--- src/rtl/igbt_fb_monitor.sv ---
// igbt_fb_monitor: gate-drive feedback monitor measuring on-time and latching timeout/desat faults
// into a per-channel kill mask.
module igbt_fb_monitor #(
  parameter int CLK_PER_US = 50,
  parameter int FB_TMO_CYC = 100,
  parameter int DESAT_FILT = 10,
  parameter int W          = 24
) (
  input  logic         sys_clk,
  input  logic         sys_rst_n,
  input  logic [4:0]   igbt_drive,
  input  logic [4:0]   igbt_fb,
  input  logic [4:0]   igbt_desat_n,
  input  logic [4:0]   fault_clr,
  input  logic [2:0]   rd_sel,
  output logic [4:0]   fault,
  output logic [4:0]   meas_done,
  output logic [W-1:0] rd_width,
  output logic [1:0]   rd_ftype
);
  localparam int TW = $clog2(CLK_PER_US);
  localparam int MW = $clog2(FB_TMO_CYC);
  localparam int DW = $clog2(DESAT_FILT + 1);
  typedef enum logic [2:0] {IDLE, WAIT_ON, ON, WAIT_OFF, FAULT} state_t;
  logic [4:0] fb_m_q, fb_s_q, ds_m_q, ds_s_q;
  logic [TW-1:0] tcnt_q, tcnt_d;
  logic tick;
  logic [2:0] sel;
  logic [4:0][W-1:0] wid_all;
  logic [4:0][1:0] ft_all;
  logic [W-1:0] rd_width_q, rd_width_d;
  logic [1:0] rd_ftype_q, rd_ftype_d;
  always_comb begin
    tick = tcnt_q == TW'(CLK_PER_US - 1);
    tcnt_d = tick ? '0 : tcnt_q + 1'b1;
    sel = rd_sel > 3'd4 ? 3'd0 : rd_sel;
    rd_width_d = wid_all[sel];
    rd_ftype_d = ft_all[sel];
  end
  // desat sync resets to the inactive level so no spurious low run follows reset
  always_ff @(posedge sys_clk or negedge sys_rst_n) begin
    if (!sys_rst_n) begin
      fb_m_q <= '0;
      fb_s_q <= '0;
      ds_m_q <= '1;
      ds_s_q <= '1;
      tcnt_q <= '0;
      rd_width_q <= '0;
      rd_ftype_q <= '0;
    end else begin
      fb_m_q <= igbt_fb;
      fb_s_q <= fb_m_q;
      ds_m_q <= igbt_desat_n;
      ds_s_q <= ds_m_q;
      tcnt_q <= tcnt_d;
      rd_width_q <= rd_width_d;
      rd_ftype_q <= rd_ftype_d;
    end
  end
  assign rd_width = rd_width_q;
  assign rd_ftype = rd_ftype_q;
  for (genvar i = 0; i < 5; i++) begin : g_ch
    state_t st_q, st_d;
    logic [MW-1:0] tmo_q, tmo_d;
    logic [DW-1:0] dc_q, dc_d;
    logic [W-1:0] wc_q, wc_d, wid_q, wid_d, wc_inc;
    logic [1:0] ft_q, ft_d;
    logic done_q, done_d;
    logic drv, fbs, dsn, act, dhit, thit;
    assign drv = igbt_drive[i];
    assign fbs = fb_s_q[i];
    assign dsn = ds_s_q[i];
    always_comb begin
      act = st_q inside {WAIT_ON, ON, WAIT_OFF};
      dhit = act && !dsn && dc_q == DW'(DESAT_FILT - 1);
      thit = tmo_q == MW'(FB_TMO_CYC - 1);
      wc_inc = (tick && wc_q != '1) ? wc_q + 1'b1 : wc_q;
      dc_d = (act && !dsn) ? dc_q + 1'b1 : '0;
      st_d = st_q;
      tmo_d = '0;
      wc_d = wc_q;
      wid_d = wid_q;
      ft_d = ft_q;
      done_d = 1'b0;
      if (dhit) begin
        st_d = FAULT;
        ft_d = 2'b11;
      end else begin
        case (st_q)
          IDLE:
            if (drv) st_d = WAIT_ON;
            else if (fbs && thit) begin
              st_d = FAULT;
              ft_d = 2'b10;
            end else if (fbs) tmo_d = tmo_q + 1'b1;
          WAIT_ON:
            if (!drv) st_d = IDLE;
            else if (fbs) begin
              st_d = ON;
              wc_d = '0;
            end else if (thit) begin
              st_d = FAULT;
              ft_d = 2'b01;
            end else tmo_d = tmo_q + 1'b1;
          ON:
            if (drv && !fbs) begin
              st_d = FAULT;
              ft_d = 2'b01;
            end else if (!fbs) begin
              st_d = IDLE;
              wid_d = wc_q;
              done_d = 1'b1;
            end else begin
              wc_d = wc_inc;
              st_d = drv ? ON : WAIT_OFF;
            end
          WAIT_OFF:
            if (!fbs) begin
              st_d = IDLE;
              wid_d = wc_q;
              done_d = 1'b1;
            end else if (thit) begin
              st_d = FAULT;
              ft_d = 2'b10;
            end else begin
              tmo_d = tmo_q + 1'b1;
              wc_d = wc_inc;
            end
          FAULT:
            if (fault_clr[i] && !drv && !fbs && dsn) begin
              st_d = IDLE;
              ft_d = 2'b00;
            end
          default: st_d = IDLE;
        endcase
      end
    end
    always_ff @(posedge sys_clk or negedge sys_rst_n) begin
      if (!sys_rst_n) begin
        st_q <= IDLE;
        tmo_q <= '0;
        dc_q <= '0;
        wc_q <= '0;
        wid_q <= '0;
        ft_q <= '0;
        done_q <= 1'b0;
      end else begin
        st_q <= st_d;
        tmo_q <= tmo_d;
        dc_q <= dc_d;
        wc_q <= wc_d;
        wid_q <= wid_d;
        ft_q <= ft_d;
        done_q <= done_d;
      end
    end
    assign fault[i] = st_q == FAULT;
    assign meas_done[i] = done_q;
    assign wid_all[i] = wid_q;
    assign ft_all[i] = ft_q;
  end
endmodule

--- config.mk ---
export PLATFORM = sky130hd
export DESIGN_NAME = igbt_fb_monitor
export DESIGN_NICKNAME = d
export VERILOG_FILES = /design/src/rtl/igbt_fb_monitor.sv
export SDC_FILE = /design/constraint.sdc
export NUM_CORES = 1
export LEC_CHECK = 0
export BUFFER_PORTS_ARGS = -buffer_cell sky130_fd_sc_hd__buf_2
export CORE_UTILIZATION = 45
export CTS_BUF_LIST = sky130_fd_sc_hd__clkbuf_8
export DETAILED_ROUTE_END_ITERATION = 10
export MAX_ROUTING_LAYER = met4
export PLACE_DENSITY = 0.6
export SLEW_MARGIN = 10
export SYNTH_ARGS = -nofsm -noshare
export SYNTH_HDL_FRONTEND = slang
export SYNTH_SLANG_ARGS = --single-unit
--- constraint.sdc ---
create_clock -name sys_clk -period 2.6 [get_ports sys_clk]
set_clock_uncertainty 0.1 [all_clocks]
set_input_delay 0.26 -clock sys_clk [delete_from_list [all_inputs] [get_ports sys_clk]]
set_output_delay 0.26 -clock sys_clk [all_outputs]
set_load 0.05 [all_outputs]
==> results.py <==
metrics = {
    "global_route": {
        "grt_pass1_wl_um": 74700,
        "grt-ovfl-total": 0,
        "grt.total_usage": 0.229,
        "grt_pass1_vias": 13900,
        "grt_antenna_before_repair": 1,
        "grt_max_degree": 74,
    },
    "floorplanning": {
        "fp.coreArea_um2": 40900,
        "die_w_um": 206,
        "rows": 74,
        "dieArea_um2": 42400,
        "start_util": 0.458,
        "io_pins": 61,
        "die_y_um": 206,
    },
    "drt": {
        "drt-total-wl_um": 46200,
        "firstDrtPassIters": 7,
        "num_vias": 14500,
        "wl_per_cell_um": 17.8,
        "antenna_left": 0,
        "drt-initial-drc-count": 1097,
        "post-route-drc-count": 0,
        "viasPerCell": 5.56,
    },
    "power": {
        "p_per_area_nw_per_um2": 669,
        "ir_drop_uv": 465,
        "p_total_uw": 14500,
        "total_leakage_power_uw": 0.0100,
    },
    "placed_design": {
        "place_area_um2": 20100,
        "place.gp.congestion": 0.918,
        "dp_hpwl_um": 32800,
        "io_buffers": 60,
        "pre_cts_ws_ns": -0.0648,
    },
    "logic_synthesis": {
        "syn_area_um2": 18700,
        "ys_seq_area_frac": 0.504,
        "synthArstFlopShare": 1.00,
        "yosys_warnings": 0,
        "netlist_top_cells_count": "dfrtp_1 (367), nor2_1 (232), nand2_1 (186)",
        "syn_avg_cell_area_um2": 9.99,
        "synth_area_leaders": "dfrtp_1 (49%), mux2_2 (6.9%), nor2_1 (4.7%), nand2_1 (3.7%), xor2_1 (3.5%)",
        "syn_inst": 1874,
        "synth_cell_type_count": 99,
        "synth_edf_count": 0,
        "synthMostInstantiatedCell": "dfrtp_1",
        "yosysTopAreaCell": "dfrtp_1",
        "ys_ff_latch": 377,
        "synth_nets": 1921,
        "synth_top_cell_area_share": 0.490,
        "synthFlopType": "dfrtp_1",
    },
    "cts": {
        "cts_tree": "yes",
        "clk_path_buf_depth": 3,
        "cts-buffers-inserted": 69,
        "cts.sinks": 377,
        "path_clk_slew_ns": 0.06,
        "post_cts_buffers": 0,
        "ctsRootBufferMaster": "clkbuf_8",
        "clkLatencyLatePin_ns": 0.62,
        "htreeDepth": 3,
    },
    "finish": {
        "fin_nets": 2065,
        "antenna_cells": 0,
        "layout-drive-gt1-share": 0.202,
        "design_area_um2": 21700,
        "area_growth_pct": 15.6,
    },
    "hold_path": {
        "hp-class": "in2reg",
    },
    "worst_setup_path": {
        "endpoint_kind": "register",
        "crit_type": "reg2reg",
        "cp-start-kind": "register",
        "cp_max_fo": 6,
        "cp.required_ns": 3.05,
        "cp.arrival_ns": 2.93,
    },
    "sta": {
        "fin_ws_ns": 0.114,
        "setup_violations": 0,
        "post-route-period-util": 0.956,
        "final_hold_viol_count": 0,
        "post-route-min-period_ns": 2.49,
        "fmax_mhz": 402,
        "timing.slew.headroom": 0.512,
        "slew_viol_final": 0,
        "grt_setup_unrepaired": "no",
        "tightestPinTransition_ns": 0.732,
    },
    "run_status": {
        "outcome": "completed",
    },
    "run": {
        "cap_violations": 0,
    },
}
==> layout make-up <==
type,instances,area [um^2]
Sequential cell,377,9450
Clock buffer,83,1140
Fill cell,3709,19300
Tap cell,532,666
Timing Repair Buffer,164,1250
Clock inverter,42,235
Multi-Input combinational cell,1365,8760
Inverter,41,154
==> sequential cells by signal, indices dropped and copies added (netlist names), 5 cells and up <==
signal       flops
g_ch.wid_q     120
g_ch.tmo_q      35
g_ch.ft_q       10
g_ch.st_q       15
rd_width        24
tcnt_q           6
ds_m_q           5
g_ch.done_q      5
g_ch.wc_q      120
fb_m_q           5
ds_s_q           5
fb_s_q           5
g_ch.dc_q       20
==> worst max-delay path, cell delays in order (launching register included) <==
cell and delay (ns):
dfrtp_1 0.39, nor2_1 0.33, o31ai_1 0.12, buf_4 0.18, nor4_2 0.58, nand2_1 0.18, or3_1 0.38, a21oi_1 0.14
==> stage by stage <==
| step | utilization | hold slack [ns] | TNS, ns | instances |
|---|---|---|---|---|
| 3_5_place_dp | 0.490 | 0.211 | -0.215 | 2462 |
| 6_report | 0.529 | 0.0743 | 0 | 2604 |
| 3_3_place_gp | 0.490 | 0.211 | -1.05 | 2462 |
| 5_1_grt | 0.529 | 0.0933 | 0 | 2604 |
| 4_1_cts | 0.528 | 0.0261 | 0 | 2604 |
| 2_1_floorplan | - | -0.136 | 0 | 1874 |
==> cell usage in the layout (no fill, tap or decap), types with 6 or more instances in the layout <==
cell type | synthesis | routed
o22ai_1 | 21 | 21
xnor2_1 | 36 | 36
nand2_1 | 186 | 186
and3_1 | 26 | 26
xor2_1 | 74 | 74
dlygate4sd3_1 | 0 | 17
a22oi_1 | 19 | 19
o21ai_0 | 93 | 92
buf_2 | 19 | 59
nor3_1 | 41 | 40
ha_1 | 22 | 22
nor4_1 | 17 | 14
dfrtp_1 | 367 | 367
and4_1 | 11 | 11
or4_1 | 10 | 10
nand3b_1 | 6 | 6
a31oi_1 | 12 | 12
or3_1 | 17 | 17
mux2_2 | 115 | 115
mux2i_1 | 23 | 23
nor2b_1 | 17 | 17
a21o_1 | 6 | 6
nor2_1 | 232 | 230
nand2b_1 | 17 | 17
nand3_1 | 97 | 97
a32oi_1 | 7 | 7
a21oi_1 | 56 | 56
o211ai_1 | 21 | 21
nand4_1 | 49 | 49
and2_1 | 10 | 10
buf_12 | 0 | 9
or2_2 | 11 | 11
inv_1 | 37 | 68
buf_4 | 6 | 78
o31ai_1 | 11 | 10
clkbuf_8 | 3 | 83
dfstp_2 | 10 | 10
==> repair_timing <==
| item | CTS | global route |
|---|---|---|
| hold buffers | 17 | 0 |
| gates resized for setup | 1 | 7 |
| hold endpoints to repair | 114 | 0 |
| gates cloned | 0 | 0 |
| endpoints found under the setup margin | 5 | 24 |
==> logic make-up after synthesis <==
kind of cell / count (synthesis) / synth area share
buffers and inverters: 132 / 0.0310
multiplexers: 138 / 0.0815
AND/OR/NAND/NOR: 788 / 0.209
flip-flops: 377 / 0.504
adder cells (fa/ha/maj): 22 / 0.0147
AO/OA/AOI/OAI: 307 / 0.108
XOR/XNOR: 110 / 0.0514
==> layer usage <==
metal  global-route usage  vias up  wire [um]
met2                0.334      349      20600
met5                    -        -          0
met3               0.0442       88       2270
met4               0.0901        0       1510
met1                0.315     7056      21800
li1                     -     6987          -
==> power breakdown <==
part	switching, uW	leakage [uW]	internal [uW]	total, uW
Combinational	1540	0.00407	846	2380
Clock	2500	0.000811	3090	5590
Sequential	305	0.00513	6210	6510
Total	4340	0.0100	10100	14500
==> final timing paths <==
path,startpoint,end,slack (ns),cells past startpoint
max,g_ch[4].st_q[1]$_DFFE_PN0P_,g_ch[4].wc_q[22]$_DFFE_PN0P_,0.11,7
min,igbt_drive[0],g_ch[0].st_q[0]$_DFFE_PN0P_,0.07,4
max reg2reg,g_ch[4].st_q[1]$_DFFE_PN0P_,g_ch[4].wc_q[22]$_DFFE_PN0P_,0.11,7
min reg2reg,ds_m_q[1]$_DFF_PN1_,ds_s_q[1]$_DFF_PN1_,0.25,0
max in group asynchronous,sys_rst_n,g_ch[2].wc_q[11]$_DFFE_PN0P_,1.47,3
min in group asynchronous,sys_rst_n,fb_m_q[0]$_DFF_PN0_,0.14,2
(Power assumes the default switching activity.)
